**src/rtl/ship_ctl.sv**
```systemverilog
// ship_ctl -- player ship controller.
//
// Moves the ship left/right once per frame, tracks lives, and sequences
// the ALIVE -> DEAD -> ALIVE respawn cycle and the GAME_OVER / restart path.
// The frame tick is the rising edge of vsync, detected locally.
//
// Optional feature (compile-time macro SHIP_INVULN_EN):
//   when defined, every respawn opens an invulnerability window of
//   INVULN_FRAMES frame ticks during which hit is ignored (movement still
//   works). The window is cleared by rst and by the start-driven restart.
//   When undefined, no invulnerability logic exists.
//
// Ports:
//   pclk       in   pixel clock, all state changes on its rising edge
//   rst        in   asynchronous active-high reset
//   vsync      in   vertical sync; its rising edge is the frame tick
//   btn_left   in   move-left request (synchronous to pclk)
//   btn_right  in   move-right request (synchronous to pclk)
//   hit        in   single-cycle collision pulse
//   start      in   restart request, only acted on in GAME_OVER
//   xpos       out  [10:0] registered ship left-edge x position
//   dead_ship  out  registered, high in DEAD and GAME_OVER
//   lives      out  [1:0] registered remaining lives
//   game_over  out  registered, high only in GAME_OVER
//   dbg_state  out  [1:0] current FSM state (0 ALIVE, 1 DEAD, 2 GAME_OVER)
//
// Handshake note: there is no valid/ready traffic here. hit and start are
// level-sampled on every pclk edge; hit is expected to be a one-cycle pulse.

module ship_ctl #(
    parameter int XSTART         = 488,
    parameter int XMIN           = 0,
    parameter int XMAX           = 976,
    parameter int STEP           = 4,
    parameter int LIVES          = 3,
    parameter int RESPAWN_FRAMES = 60,
    parameter int INVULN_FRAMES  = 90
) (
    input  logic        pclk,
    input  logic        rst,
    input  logic        vsync,
    input  logic        btn_left,
    input  logic        btn_right,
    input  logic        hit,
    input  logic        start,
    output logic [10:0] xpos,
    output logic        dead_ship,
    output logic [1:0]  lives,
    output logic        game_over,
    output logic [1:0]  dbg_state
);

    typedef enum logic [1:0] {
        ALIVE     = 2'd0,
        DEAD      = 2'd1,
        GAME_OVER = 2'd2
    } state_t;

    state_t      state_q, state_d;
    logic        vsync_q;
    logic        tick;
    logic [10:0] xpos_q, xpos_d;
    logic [1:0]  lives_q, lives_d;
    logic [7:0]  cnt_q, cnt_d;
    logic        dead_q, dead_d;
    logic        go_q, go_d;
    logic        hit_eff;

    logic [11:0] x_ext;
    logic [11:0] x_left;
    logic [11:0] x_right;
    logic [10:0] x_move;

    assign tick  = vsync & ~vsync_q;
    assign x_ext = {1'b0, xpos_q};

    // Clamp in 12 bits: compare before subtracting so a position below
    // STEP saturates at XMIN instead of wrapping.
    always_comb begin
        x_left  = (x_ext < 12'(XMIN + STEP)) ? 12'(XMIN) : (x_ext - 12'(STEP));
        x_right = ((x_ext + 12'(STEP)) > 12'(XMAX)) ? 12'(XMAX) : (x_ext + 12'(STEP));
    end

    // Both or neither button held: hold position.
    always_comb begin
        x_move = xpos_q;
        if (btn_left && !btn_right) begin
            x_move = x_left[10:0];
        end else if (btn_right && !btn_left) begin
            x_move = x_right[10:0];
        end
    end

`ifdef SHIP_INVULN_EN
    logic [7:0] inv_q, inv_d;
    logic       respawn;
    logic       restart;

    assign respawn = (state_q == DEAD) && (state_d == ALIVE);
    assign restart = (state_q == GAME_OVER) && (state_d == ALIVE);
    assign hit_eff = hit && (inv_q == 8'd0);

    // Counts remaining protected frames; decrements only while ALIVE.
    always_comb begin
        inv_d = inv_q;
        if (restart) begin
            inv_d = 8'd0;
        end else if (respawn) begin
            inv_d = 8'(INVULN_FRAMES);
        end else if ((state_q == ALIVE) && tick && (inv_q != 8'd0)) begin
            inv_d = inv_q - 8'd1;
        end
    end

    always_ff @(posedge pclk or posedge rst) begin
        if (rst) begin
            inv_q <= 8'd0;
        end else begin
            inv_q <= inv_d;
        end
    end
`else
    assign hit_eff = hit;
`endif

    always_comb begin
        state_d = state_q;
        xpos_d  = xpos_q;
        lives_d = lives_q;
        cnt_d   = cnt_q;
        case (state_q)
            ALIVE: begin
                // A hit takes priority over a same-cycle tick: no movement.
                if (hit_eff) begin
                    if (lives_q > 2'd1) begin
                        state_d = DEAD;
                        lives_d = lives_q - 2'd1;
                        cnt_d   = 8'd0;
                    end else begin
                        state_d = GAME_OVER;
                        lives_d = 2'd0;
                    end
                end else if (tick) begin
                    xpos_d = x_move;
                end
            end
            DEAD: begin
                if (tick) begin
                    cnt_d = cnt_q + 8'd1;
                    if ((cnt_q + 8'd1) == 8'(RESPAWN_FRAMES)) begin
                        state_d = ALIVE;
                        xpos_d  = 11'(XSTART);
                    end
                end
            end
            GAME_OVER: begin
                if (start) begin
                    state_d = ALIVE;
                    lives_d = 2'(LIVES);
                    xpos_d  = 11'(XSTART);
                end
            end
            default: begin
                state_d = ALIVE;
            end
        endcase
        // Status flags come from the next state so they switch with it.
        dead_d = (state_d != ALIVE);
        go_d   = (state_d == GAME_OVER);
    end

    always_ff @(posedge pclk or posedge rst) begin
        if (rst) begin
            state_q <= ALIVE;
            vsync_q <= 1'b0;
            xpos_q  <= 11'(XSTART);
            lives_q <= 2'(LIVES);
            cnt_q   <= 8'd0;
            dead_q  <= 1'b0;
            go_q    <= 1'b0;
        end else begin
            state_q <= state_d;
            vsync_q <= vsync;
            xpos_q  <= xpos_d;
            lives_q <= lives_d;
            cnt_q   <= cnt_d;
            dead_q  <= dead_d;
            go_q    <= go_d;
        end
    end

    assign xpos      = xpos_q;
    assign lives     = lives_q;
    assign dead_ship = dead_q;
    assign game_over = go_q;
    assign dbg_state = state_q;

endmodule

```
**config.mk**
```make
export PLATFORM = sky130hd
export DESIGN_NAME = ship_ctl
export DESIGN_NICKNAME = d
export VERILOG_FILES = /design/src/rtl/ship_ctl.sv
export SDC_FILE = /design/constraint.sdc
export NUM_CORES = 1
export LEC_CHECK = 0
export CORE_ASPECT_RATIO = 0.7
export CORE_MARGIN = 3
export CORE_UTILIZATION = 50
export CTS_BUF_LIST = sky130_fd_sc_hd__clkbuf_16
export CTS_CLUSTER_DIAMETER = 40
export DETAILED_ROUTE_END_ITERATION = 7
export PLACE_DENSITY = 0.76
export SLEW_MARGIN = 25
export SYNTH_ARGS = -nofsm -noshare
export SYNTH_HDL_FRONTEND = slang
export SYNTH_SLANG_ARGS = --single-unit
```
**constraint.sdc**
```tcl
create_clock -name pclk -period 2.4 [get_ports pclk]
set_clock_uncertainty 0.05 [all_clocks]
set_input_delay 0.48 -clock pclk [delete_from_list [all_inputs] [get_ports pclk]]
set_output_delay 0.48 -clock pclk [all_outputs]
set_load 0.05 [all_outputs]
```
==> flow_metrics.py, run 1 <==
metrics = {
    "outcome": {
        "outcome": "finished clean",
    },
    "sta": {
        "setup_violations": 0,
        "slew_headroom_pct": 58.3,
        "final-hold-violation-count": 0,
        "max_freq_mhz": 428,
        "worst_pin_slew_ps": 622,
        "timing.final.ws_setup_ps": 64.3,
        "slew_viol_final": 0,
        "finalHoldWorstSlack_ps": 441,
        "fin_crit_ps": 2340,
        "period_share_pct": 97.3,
        "tns_ps": 0,
    },
    "final_layout": {
        "final_cell_mix": "21 x buf_4, 20 x clkdlybuf4s50_1, 18 x nand2_1, 18 x a21oi_1, 17 x nor2_1",
        "drive_gt1_share_pct": 18.6,
        "fin_nets": 280,
        "multi_input_area_um2": 1180,
        "fillers": 286,
        "area_growth_pct": 26.7,
        "seqCellArea_um2": 614,
        "antenna_cells": 0,
        "final_common_cell": "buf_4",
        "design_area_um2": 2380,
    },
    "synthesis": {
        "synth_edf_count": 0,
        "yosysWarnings": 0,
        "synth.area.top_cells": "dfrtp_1 23%, dfstp_2 9.8%, ha_1 6.0%",
        "async_flop_share_pct": 100,
        "ys_seq_area_share_pct": 32.5,
        "synth_top_area_share_pct": 22.7,
        "yosysUniqueCellTypes": 60,
        "yosys_register_bits": 24,
        "synth_area_um2": 1880,
        "synth_cells": 230,
        "syn_avg_cell_area_um2": 8.16,
        "synth_ff_type": "dfrtp_1",
        "synth_top_cell_by_area": "dfrtp_1",
    },
    "floorplan": {
        "fp.coreArea_um2": 3360,
        "rows": 17,
        "dieArea_um2": 4540,
        "ioPinCount": 24,
        "initial_core_util_pct": 55.8,
        "fp.dieW_um": 79.2,
        "die_h_um": 57.3,
    },
    "clock_tree": {
        "clock-sinks": 24,
        "htreeDepth": 1,
        "clkTransAtPathRegs_ps": 60,
        "insertion_delay_ps": 260,
        "cts_root_buf": "clkbuf_16",
        "cts_tree": "done",
        "cts_buffer_depth": 2,
        "postCtsHoldBufs": 0,
        "cts-buffers-inserted": 3,
    },
    "placement": {
        "portBuffers": 21,
        "place_congestion": 0.861,
        "dp_slack_ps": -251,
        "dp_hpwl_um": 3500,
        "place_area_um2": 2220,
    },
    "worst_setup_path": {
        "cp.required_ps": 2550,
        "cp-start-kind": "primary input",
        "cp_num_buf_inv": 2,
        "cp_max_fo": 5,
        "crit_type": "primary input to flip-flop",
        "crit_start": "btn_right",
        "cp_cell_sequence": "clkdlybuf4s50_1 > inv_1 > ha_1 > o31a_1 > or4_4 > a2111oi_4 > a22o_2",
        "slowest_stage": "or4_4",
        "cp.arrival_ps": 2480,
        "cp_top_family": "compound AO/OA/AOI/OAI gates",
        "max_stage_delay_ps": 600,
        "end_kind": "flip-flop",
        "reg2reg_from": "xpos[7]",
    },
    "grt": {
        "grt_pass1_wl_um": 7960,
        "grt_pass1_vias": 1670,
        "grt_max_degree": 25,
        "track_usage_pct": 22.1,
        "antenna_found_initial": 0,
        "overflow": 0,
    },
    "drt": {
        "drt_iter0_drc": 276,
        "avgRoutedWirePerCell_um": 16.2,
        "num_vias": 1921,
        "dr.pass1.iters": 5,
        "viasPerCell": 6.20,
        "drc": 0,
        "wl_um": 5030,
        "ant_nets": 0,
    },
    "worst_hold_path": {
        "min_from": "cnt_q[7]",
        "hold_class": "flip-flop to flip-flop",
    },
    "power_and_ir_drop": {
        "peakVddDrop_v": 0.00106,
        "leakage_uw": 0.00101,
        "cellPowerDensity_nw_per_um2": 1530,
    },
    "flow_run": {
        "maxCapViolCount": 0,
    },
}
## where the power goes
group | switching (uW) | total (uW) | internal (uW)
combinational | 1510 | 2420 | 907
clock | 141 | 473 | 331
sequential | 153 | 739 | 586
total | 1810 | 3630 | 1820
## worst reg2reg max path: cells and delay by family (launching register included)
| kind | cells | cell delay, ps |
|---|---|---|
| simple gates | 2 | 480 |
| compound gates | 4 | 980 |
| flops | 1 | 650 |
## stage by stage
stage | power, uW | std cells | util, %
global route | 3880 | 310 | 70.8
detailed placement | 2970 | 303 | 66.0
CTS | 3460 | 307 | 69.1
floorplan | 2400 | 231 | -
finish | 3630 | 310 | 70.8
global placement | 2920 | 303 | 66.0
## cell families after synthesis
logic type	share of synthesized area, %
xor gates and xnor gates	1.87
DFF	32.5
other	0.200
AOI/OAI and AO/OA	29.9
buffers and inverters	7.67
adders and majority gates	6.00
and+or+nand+nor	20.8
muxes	1.07
## synth_stat cells (all sizes together) (2+ instances only)
| cell type | count |
|---|---|
| o21ai | 21 |
| or2 | 3 |
| nand2 | 18 |
| dfrtp | 17 |
| a41o | 2 |
| o22ai | 3 |
| and2 | 4 |
| dfstp | 7 |
| nand2b | 4 |
| a2111oi | 2 |
| inv | 16 |
| a31oi | 5 |
| or3 | 2 |
| xnor2 | 2 |
| nor3 | 7 |
| xor2 | 2 |
| a22o | 2 |
| a211oi | 4 |
| and3 | 3 |
| clkbuf | 10 |
| buf | 5 |
| nand3 | 9 |
| nor2b | 2 |
| a22oi | 2 |
| nor4 | 2 |
| o31ai | 5 |
| ha | 9 |
| a21o | 3 |
| mux2i | 2 |
| a21oi | 19 |
| nor2 | 17 |
## sequential cells by signal (all words and copies together), names as in the netlist
register   cells
vsync_q        1
lives          2
cnt_q          8
game_over      1
dbg_state      2
dead_ship      1
xpos           9
## metal layers
metal	track usage [%]	part of all wire, %	vias to the layer above	wire [um]
li1	-	-	911	-
met1	32.7	48	909	2440
met2	33.0	42	93	2130
met3	5.36	8.3	8	419
met4	4.17	0.88	0	44
met5	0	0	-	0
## worst paths after layout
check / to / slack (ps) / cells past startpoint
max: xpos[2] / 60 / 7
max in group asynchronous: lives[0] / 1490 / 3
min reg2reg: cnt_q[7] / 440 / 1
min in group asynchronous: cnt_q[5] / 520 / 3
max reg2reg: xpos[4] / 130 / 6
min: cnt_q[7] / 440 / 1
## final cells by class
type	count	area share, %
sequential	24	25.8
tap	47	2.47
clock buffer	3	3.16
multi-input combinational	178	49.7
clock inverter	1	1.26
inverter	16	2.52
timing repair buffer	41	15.0
## timing repair
| action | 4_1_cts | 5_1_grt |
|---|---|---|
| resized for setup | 0 | 10 |
| endpoints found under the setup margin | 0 | 9 |
| endpoints found under the hold margin | 0 | 0 |
| buffers inserted | 0 | 1 |
Note: power is estimated with default switching activity, not from simulation.
==> run 2, diff against run 1 <==
--- a/config.mk
+++ b/config.mk
@@ -8,11 +8,10 @@
 export CORE_ASPECT_RATIO = 0.7
 export CORE_MARGIN = 3
 export CORE_UTILIZATION = 50
-export CTS_BUF_LIST = sky130_fd_sc_hd__clkbuf_16
 export CTS_CLUSTER_DIAMETER = 40
 export DETAILED_ROUTE_END_ITERATION = 7
 export PLACE_DENSITY = 0.76
-export SLEW_MARGIN = 25
+export SLEW_MARGIN = 0
 export SYNTH_ARGS = -nofsm -noshare
 export SYNTH_HDL_FRONTEND = slang
 export SYNTH_SLANG_ARGS = --single-unit
==> run 2 against run 1 <==
  * Routed wire length is 2.1% lower
  * Worst setup slack better by 17 ps
  * Utilization is 0.93 points lower
  * First-iteration DRC count is 30% lower
  * Total power is 3.5% lower
  * Die area stayed put
  * Sequential share of layout area is 0.34 points higher
  * Critical path type unchanged
==> flow_metrics.py, run 2 (synthesis gave the netlist of run 1 again) <==
metrics = {
    "floorplan": {
        "initial_core_util_pct": 55.8,
        "fp.dieW_um": 79.2,
        "ioPinCount": 24,
        "rows": 17,
        "dieArea_um2": 4540,
        "fp.coreArea_um2": 3360,
        "die_h_um": 57.3,
    },
    "worst_hold_path": {
        "hold_class": "flip-flop to flip-flop",
        "min_from": "cnt_q[7]",
    },
    "drt": {
        "drt_iter0_drc": 192,
        "avgRoutedWirePerCell_um": 15.9,
        "num_vias": 1901,
        "ant_nets": 0,
        "drc": 0,
        "dr.pass1.iters": 4,
        "viasPerCell": 6.13,
        "wl_um": 4920,
    },
    "power_and_ir_drop": {
        "leakage_uw": 0.00101,
        "cellPowerDensity_nw_per_um2": 1490,
        "p_total_uw": 3510,
        "peakVddDrop_v": 0.000964,
    },
    "sta": {
        "fin_crit_ps": 2320,
        "max_freq_mhz": 431,
        "slew_viol_final": 0,
        "final-hold-violation-count": 0,
        "rsz0062_at_grt": "no",
        "setup_violations": 0,
        "period_share_pct": 96.6,
        "slew_headroom_pct": 59.1,
        "worst_pin_slew_ps": 609,
    },
    "final_layout": {
        "final_common_cell": "buf_4",
        "antenna_cells": 0,
        "multi_input_area_um2": 1180,
        "drive_gt1_share_pct": 18.6,
        "instances_no_fill": 310,
        "fillers": 282,
        "largest_reg_flops": 9,
        "final_cell_mix": "21 x buf_4, 19 x clkdlybuf4s50_1, 18 x nand2_1, 18 x a21oi_1, 17 x nor2_1",
        "area_growth_pct": 25.1,
        "seqCellArea_um2": 614,
        "fin_nets": 280,
    },
    "worst_setup_path": {
        "cp_num_buf_inv": 2,
        "slowest_stage": "or4_4",
        "cp_max_fo": 5,
        "max_stage_delay_ps": 600,
        "rrSetupSlack_ps": 130,
        "crit_type": "primary input to flip-flop",
        "cp_top_family": "compound AO/OA/AOI/OAI gates",
        "cp.arrival_ps": 2480,
        "crit_start": "btn_right",
        "cp_cell_sequence": "clkdlybuf4s50_1 > inv_1 > ha_1 > o31a_1 > or4_4 > a2111oi_4 > a22o_2",
        "end_kind": "flip-flop",
        "cp-start-kind": "primary input",
        "cp.required_ps": 2560,
        "reg2reg_from": "xpos[7]",
    },
    "grt": {
        "grt_pass1_wl_um": 7840,
        "grt_pass1_vias": 1665,
        "grt_max_degree": 25,
        "overflow": 0,
        "antenna_found_initial": 0,
        "track_usage_pct": 21.8,
    },
    "clock_tree": {
        "cts_buffer_depth": 2,
        "htreeDepth": 1,
        "clkTransAtPathRegs_ps": 90,
        "clock-sinks": 24,
        "cts_tree": "done",
        "insertion_delay_ps": 280,
        "postCtsHoldBufs": 0,
        "cts-buffers-inserted": 3,
        "cts_root_buf": "clkbuf_8",
    },
    "outcome": {
        "outcome": "finished clean",
    },
    "placement": {
        "place_congestion": 0.861,
        "dp_hpwl_um": 3500,
        "portBuffers": 21,
        "placed_cells": 303,
    },
    "flow_run": {
        "maxCapViolCount": 0,
    },
}
==> run 2: final cells by class <==
cell class	instances	share of cell area [%]
Tap cell	47	2.51
Timing Repair Buffer	41	15.4
Inverter	16	2.56
Clock buffer	3	1.76
Clock inverter	1	1.28
Multi-Input combinational cell	178	50.4
Sequential cell	24	26.2
==> run 2: final timing paths <==
path | end | cells after the start
worst max-delay path | xpos[2] | 7
worst min-delay path | cnt_q[7] | 1
worst max register to register | xpos[4] | 6
worst min register to register | cnt_q[7] | 1
max in group asynchronous | lives[0] | 3
min in group asynchronous | cnt_q[3] | 3
==> run 2: stage by stage <==
step	hold slack, ps	TNS (ps)	cell area (um^2)	util [%]	setup slack, ps
final	441	0	2350	69.8	81.4
after global routing	472	0	2350	69.8	3.34
after CTS	439	0	2290	68.1	27.9
after detailed placement	420	-1930	2220	66.0	-251
after global placement	416	-1470	2220	66.0	-208
after floorplan	395	-9.55	1890	-	-9.55
==> run 2: metal layers <==
metal	up-vias	track usage, %	routed length, um
li1	907	-	-
met3	10	5.68	404
met1	902	32.6	2380
met2	82	31.5	2070
met5	-	0	0
met4	0	5.15	61
==> run 2: where the power goes <==
part,switching (uW),internal [uW],total [uW]
clock network,136,223,359
registers,154,585,738
logic,1500,905,2410
total,1790,1710,3510
==> run 2: repair_timing <==
action                     CTS  global route
setup endpoints to repair    0             9
gates resized for setup      0            11
setup buffers                0             1
hold endpoints to repair     0             0
==> run 3, diff against run 2 <==
--- a/config.mk
+++ b/config.mk
@@ -9,6 +9,7 @@
 export CORE_MARGIN = 3
 export CORE_UTILIZATION = 50
 export CTS_CLUSTER_DIAMETER = 40
+export CTS_CLUSTER_SIZE = 12
 export DETAILED_ROUTE_END_ITERATION = 7
 export PLACE_DENSITY = 0.76
 export SLEW_MARGIN = 0
==> results of run 3 <==
Same layout as run 2: the final DEF is identical, and so are final timing and power.
